## src/rtl/vga_layer_compositor.sv

```systemverilog
// Two-stage VGA compositor: fixed-priority sprite select, start/game-over screens, per-frame fade.
// Optional transparent colour key enabled with `define VGA_COLOR_KEY_EN.
module vga_layer_compositor #(
    parameter int                NUM_LAYERS = 13,
    parameter int                PIX_W      = 12,
    parameter int                FADE_MAX   = 15,
    parameter logic [PIX_W-1:0]  KEY_COLOR  = 12'hF0F
) (
    input  logic                        clk,
    input  logic                        rst_n,
    input  logic                        valid,
    input  logic [1:0]                  state,
    input  logic [NUM_LAYERS-1:0]       layer_exist,
    input  logic [NUM_LAYERS*PIX_W-1:0] layer_pixel,
    input  logic [PIX_W-1:0]            pixel_start,
    input  logic                        hsync_in,
    input  logic                        vsync_in,
    output logic [PIX_W/3-1:0]          vgaRed,
    output logic [PIX_W/3-1:0]          vgaGreen,
    output logic [PIX_W/3-1:0]          vgaBlue,
    output logic                        hsync,
    output logic                        vsync,
    output logic                        fade_done
);

    localparam int CH_W  = PIX_W / 3;
    localparam int LVL_W = (FADE_MAX < 2) ? 1 : $clog2(FADE_MAX + 1);
    localparam logic [LVL_W-1:0] LVL_MAX = LVL_W'(FADE_MAX);
    localparam logic [1:0] ST_START    = 2'd1;
    localparam logic [1:0] ST_GAMEOVER = 2'd3;

    typedef enum logic [1:0] {
        MODE_NORMAL = 2'd0,
        MODE_FADING = 2'd1,
        MODE_FADED  = 2'd2
    } mode_t;

    // Per-channel saturating subtract of the fade level.
    function automatic logic [PIX_W-1:0] fade_pix(input logic [PIX_W-1:0] pix,
                                                  input logic [LVL_W-1:0] lvl);
        logic [PIX_W-1:0] res;
        int ch_val;
        int lv;
        res = '0;
        lv  = int'(lvl);
        for (int c = 0; c < 3; c++) begin
            ch_val = int'(pix[c*CH_W +: CH_W]);
            res[c*CH_W +: CH_W] = (ch_val > lv) ? CH_W'(ch_val - lv) : {CH_W{1'b0}};
        end
        return res;
    endfunction

    logic [NUM_LAYERS-1:0] hit_s;
    logic [PIX_W-1:0]      sel_pix_s;
    logic [PIX_W-1:0]      out_pix_s;
    logic                  vs_fall_s;

    logic                  sel_valid_q;
    logic [PIX_W-1:0]      sel_pix_q;
    logic                  valid_q;
    logic [1:0]            state_q;
    logic [PIX_W-1:0]      pixel_start_q;
    logic                  hsync1_q;
    logic                  vsync1_q;
    logic [PIX_W-1:0]      rgb_q;
    logic                  hsync_q;
    logic                  vsync_q;
    logic                  fade_done_q;
    mode_t                 mode_q, mode_d;
    logic [LVL_W-1:0]      level_q, level_d;

`ifdef VGA_COLOR_KEY_EN
    // Layers showing the key colour are transparent.
    always_comb begin
        hit_s = '0;
        for (int i = 0; i < NUM_LAYERS; i++) begin
            hit_s[i] = layer_exist[i] && (layer_pixel[i*PIX_W +: PIX_W] != KEY_COLOR);
        end
    end
`else
    logic unused_key_s;
    assign unused_key_s = ^KEY_COLOR;

    // Hits come straight from the per-layer flags.
    always_comb begin
        hit_s = layer_exist;
    end
`endif

    // Lowest-index hit wins: scan downward so the last assignment is the winner.
    always_comb begin
        sel_pix_s = '0;
        for (int i = NUM_LAYERS - 1; i >= 0; i--) begin
            sel_pix_s = hit_s[i] ? layer_pixel[i*PIX_W +: PIX_W] : sel_pix_s;
        end
    end

    // Stage-2 colour select; fade only applies to the game-over screen.
    always_comb begin
        out_pix_s = '0;
        if (!valid_q) begin
            out_pix_s = '0;
        end else if (state_q == ST_START) begin
            out_pix_s = pixel_start_q;
        end else if (state_q == ST_GAMEOVER) begin
            out_pix_s = fade_pix(sel_valid_q ? sel_pix_q : {PIX_W{1'b0}}, level_q);
        end else if (sel_valid_q) begin
            out_pix_s = sel_pix_q;
        end else begin
            out_pix_s = '0;
        end
    end

    assign vs_fall_s = vsync1_q & ~vsync_in;

    // Fade mode FSM; leaving game over always wins over a vsync edge.
    always_comb begin
        mode_d  = mode_q;
        level_d = level_q;
        if (state != ST_GAMEOVER) begin
            mode_d  = MODE_NORMAL;
            level_d = '0;
        end else begin
            case (mode_q)
                MODE_NORMAL: begin
                    mode_d  = MODE_FADING;
                    level_d = '0;
                end
                MODE_FADING: begin
                    if (level_q == LVL_MAX) begin
                        mode_d = MODE_FADED;
                    end else if (vs_fall_s) begin
                        level_d = level_q + LVL_W'(1);
                        mode_d  = (level_q + LVL_W'(1) == LVL_MAX) ? MODE_FADED : MODE_FADING;
                    end else begin
                        mode_d = MODE_FADING;
                    end
                end
                MODE_FADED: begin
                    mode_d  = MODE_FADED;
                    level_d = LVL_MAX;
                end
                default: begin
                    mode_d  = MODE_NORMAL;
                    level_d = '0;
                end
            endcase
        end
    end

    // Pipeline and FSM registers; syncs idle high in reset.
    always_ff @(posedge clk) begin
        if (!rst_n) begin
            sel_valid_q   <= 1'b0;
            sel_pix_q     <= '0;
            valid_q       <= 1'b0;
            state_q       <= 2'd0;
            pixel_start_q <= '0;
            hsync1_q      <= 1'b1;
            vsync1_q      <= 1'b1;
            rgb_q         <= '0;
            hsync_q       <= 1'b1;
            vsync_q       <= 1'b1;
            fade_done_q   <= 1'b0;
            mode_q        <= MODE_NORMAL;
            level_q       <= '0;
        end else begin
            sel_valid_q   <= valid & (|hit_s);
            sel_pix_q     <= sel_pix_s;
            valid_q       <= valid;
            state_q       <= state;
            pixel_start_q <= pixel_start;
            hsync1_q      <= hsync_in;
            vsync1_q      <= vsync_in;
            rgb_q         <= out_pix_s;
            hsync_q       <= hsync1_q;
            vsync_q       <= vsync1_q;
            fade_done_q   <= (mode_d == MODE_FADED);
            mode_q        <= mode_d;
            level_q       <= level_d;
        end
    end

    assign vgaRed    = rgb_q[PIX_W-1 -: CH_W];
    assign vgaGreen  = rgb_q[2*CH_W-1 -: CH_W];
    assign vgaBlue   = rgb_q[CH_W-1:0];
    assign hsync     = hsync_q;
    assign vsync     = vsync_q;
    assign fade_done = fade_done_q;

endmodule

```

## config.mk

```make
export PLATFORM = sky130hd
export DESIGN_NAME = vga_layer_compositor
export DESIGN_NICKNAME = d
export VERILOG_FILES = /design/src/rtl/vga_layer_compositor.sv
export SDC_FILE = /design/constraint.sdc
export NUM_CORES = 1
export LEC_CHECK = 0
export BUFFER_PORTS_ARGS = -buffer_cell sky130_fd_sc_hd__buf_2
export CAP_MARGIN = 30
export CORE_MARGIN = 2
export CORE_UTILIZATION = 46
export CTS_CLUSTER_SIZE = 25
export DETAILED_ROUTE_END_ITERATION = 10
export MAX_ROUTING_LAYER = met4
export PLACE_DENSITY = 0.82
export SLEW_MARGIN = 10
export SYNTH_ARGS = -nofsm -noshare
export SYNTH_HDL_FRONTEND = slang
export SYNTH_SLANG_ARGS = --single-unit
```

## constraint.sdc

```tcl
create_clock -name clk -period 2.7 [get_ports clk]
set_clock_uncertainty 0.1 [all_clocks]
set_input_delay 0.54 -clock clk [delete_from_list [all_inputs] [get_ports clk]]
set_output_delay 0.54 -clock clk [all_outputs]
set_load 0.02 [all_outputs]
```

==> results by group <==
Worst setup path
  – Crit end category: register
  – WP data required: 2.83 ns
  – Reg2Reg Setup Slack: 0.39 ns
  – Crit path from: sel_valid_q
  – Startpoint Class: register
  – Crit path max fanout: 12
  – Startpoint of the worst register-to-register path: sel_valid_q
  – Crit Path Class: register to register
  – Worst R2R Path Depth: 8
  – Reg-to-Reg End: rgb_q[10]
  – Worst setup path end: rgb_q[10]
  – Worst EP arrival: 2.44 ns

Synthesis
  – Post-synthesis mux area share: 0
  – Synth Area in Adders: 0.07692
  – Xor/xnor share of the synthesized area: 0.01417
  – Largest family of logic cells by synthesized area: compound AO/OA/AOI/OAI gates
  – Synth cell types: 54
  – Post-synth EDFFs: 0
  – Post-synthesis cell area: 3709 um^2
  – Post-synthesis cell count: 460
  – Simple-Gate Fraction of Synth Area: 0.2068
  – Synth Area in Compound Gates: 0.3489
  – Async SR Flop Fraction: 0
  – Predominant post-synthesis flop cell: dfxtp_1
  – Synth top area cells: dfxtp_1, a221oi_1, ha_1
  – Post-synth top area cell: dfxtp_1
  – Yosys reg bits: 51
  – Synthesized area per cell: 8.062 um^2
  – Synth Warn #: 0
  – Synth top area share: 0.2753
  – Synth Net Count: 669
  – Sequential share of the synthesized area: 0.2753

Die
  – Die Y: 93.79 um
  – Die Wd: 93.79 um
  – Row Count: 32
  – I/O pins: 203
  – Starting Density: 0.4774
  – Die area: 8797 um^2
  – Core box area: 7767 um^2

Timing
  – Max Clk Rate: 432.3 MHz
  – Final Hold Violating Endpoints: 0
  – Slew Limit Fails: 0
  – Final Critical Period: 2.313 ns
  – Max-slew headroom: 0.6538
  – Final-report setup violation count: 0
  – Setup TNS Final: 0 ns
  – RSZ-0062 raised after global routing: false
  – Worst-Margin Slew: 0.5183 ns
  – Tcrit/Tclk final: 0.8568

Clock network
  – Clock-pin slew on the worst setup and hold paths: 0.09 ns
  – Post CTS Setup Buffer Count: 0
  – Longest Clk Path Bufs: 2
  – Clock sinks: 51
  – H-tree Lvls: 2
  – CTS tree: built
  – Total CTS buffers: 5
  – Worst skew pair latency: 0.31 ns
  – Resize count post-CTS: 0
  – Clk root buf: clkbuf_8
  – # hold bufs at CTS: 0

Routing
  – Routed len/inst: 16.35 um
  – Via-to-Cell Ratio: 5.784
  – Post-route DRC violation count: 0
  – Vias: 4309
  – Routed Antenna Nets: 0
  – Total length of routed wires: 12180 um
  – Number of DRC markers in iteration 0: 200
  – Pre-Repair DR Iteration Count: 4

Placed design
  – DP HPWL: 10050 um
  – Placed cell area: 4727 um^2
  – Cells after DPL: 737
  – Number of port buffers: 202
  – Routability cong.: 1.034

Layout
  – Diode count: 0
  – Cell area after layout: 4826 um^2
  – Final #Nets: 851
  – Final Non-Filler Cells: 745
  – Share of layout cells above drive strength 1: 0.3437
  – Area grow syn2layout: 30.13%

Global routing
  – Vias in the first global route: 4067
  – First-pass GRT wire length: 18640 um
  – Pin count of the biggest net entering global routing: 30
  – GRT Util Overall: 0.2694
  – Initial antenna violation count: 0
  – Final global-route overflow total: 0

Power and ir drop
  – Leakage power: 2.206 nW
  – PD cells: 351.6 nW/um^2
  – VDD IR max: 191.2 uV

Hold path
  – Hold crit path type: input pin to register

Flow run
  – Max Cap Viol: 0

Run status
  – Outcome: finished clean
-- final cells by class --
type                            instances  area [um^2]
Fill cell                             708         2942
Timing Repair Buffer                  206         1041
Sequential cell                        51         1021
Tap cell                              102        127.6
Clock inverter                          2        16.27
Clock buffer                            6        82.58
Inverter                               37        138.9
Multi-Input combinational cell        341         2399
-- sequential cells by signal, summed over array words and instances (netlist names) --
name           flops
pixel_start_q     12
rgb_q             12
sel_pix_q         12
level_q            4
mode_q             2
state_q            2
fade_done          1
hsync              1
hsync1_q           1
sel_valid_q        1
valid_q            1
vsync              1
vsync1_q           1
-- per-layer routing --
| metal | share of wire | routed length, um | track usage |
|---|---|---|---|
| met5 | 0 | 0 | - |
| met4 | 0.024 | 297 | 0.1111 |
| met1 | 0.39 | 4693 | 0.3003 |
| met2 | 0.52 | 6384 | 0.4810 |
| met3 | 0.066 | 804 | 0.03933 |
-- cells in the final DEF, fill, tap and decap left out, drive strengths merged, types with 2 or more instances in the layout --
master and count:
a31oi 4, xnor2 4, o31a 12, or2 4
a2111o 4, dfxtp 51, ha 18, nor2b 29
clkbuf 6, a221oi 41, a2111oi 4, and2 23
nor3b 2, or3b 4, a211oi 4, a21oi 38
or3 2, o2111a 7, nand2b 6, a21o 4
o22ai 6, nor2 11, nand2 32, o21ai 23
a21boi 2, fa 3, buf 206, xor2 2
a41oi 3, a22oi 4, o311ai 7, clkinv 2
o211a 4, inv 36, a222oi 2, nand3b 3
nor3 8, nand3 13
-- per-stage QoR --
step | power (mW) | hold slack (ns) | utilization | worst slack (ns)
after floorplan | 1.043 | 0.2863 | - | 0.5951
after global placement | 1.236 | 0.2892 | 0.6086 | 0.4558
after detailed placement | 1.244 | 0.2958 | 0.6086 | 0.3714
after CTS | 1.700 | 0.3138 | 0.6213 | 0.3929
after global routing | 1.786 | 0.3129 | 0.6213 | 0.1834
final | 1.697 | 0.3116 | 0.6213 | 0.3866
-- worst min-delay path by stage --
stage	startpoint	endpoint	cells after the start
3_3_place_gp	hsync1_q	hsync	1
3_5_place_dp	hsync1_q	hsync	1
6_report	hsync_in	hsync1_q	2
5_1_grt	hsync1_q	hsync	1
2_1_floorplan	hsync1_q	hsync	1
4_1_cts	hsync1_q	hsync	1
-- cell families (layout without fill, tap and decap cells) --
kind of cell,count (synthesis),in the layout
AOI/OAI and AO/OA,174,174
and+or+nand+nor,140,140
buffers and inverters,68,251
DFF,51,51
adders and majority gates,21,21
xor gates and xnor gates,6,6
-- power by group --
part / internal, mW / switching (mW) / leakage, nW
clock network: 0.209 / 0.256 / 0.0474
registers: 0.785 / 0.0176 / 0.420
logic: 0.209 / 0.221 / 1.74
-- synth_stat cells, drive strengths merged (8+ instances only) --
| cell | instances |
|---|---|
| dfxtp | 51 |
| a221oi | 41 |
| a21oi | 38 |
| inv | 36 |
| nand2 | 32 |
| nor2b | 29 |
| and2 | 23 |
| o21ai | 23 |
| clkbuf | 20 |
| ha | 18 |
| nand3 | 13 |
| o31a | 12 |
| buf | 11 |
| nor2 | 11 |
| nor3 | 8 |
-- critical path: stages (launching register included) --
cell and delay, ns:
dfxtp_1 0.51, nand2_1 0.14, ha_1 0.24, fa_1 0.44, nor2b_1 0.13, o21ai_0 0.10
a21oi_1 0.28, nand2_1 0.09, a211oi_1 0.21
No activity file was read; power rests on OpenSTA's default activity.
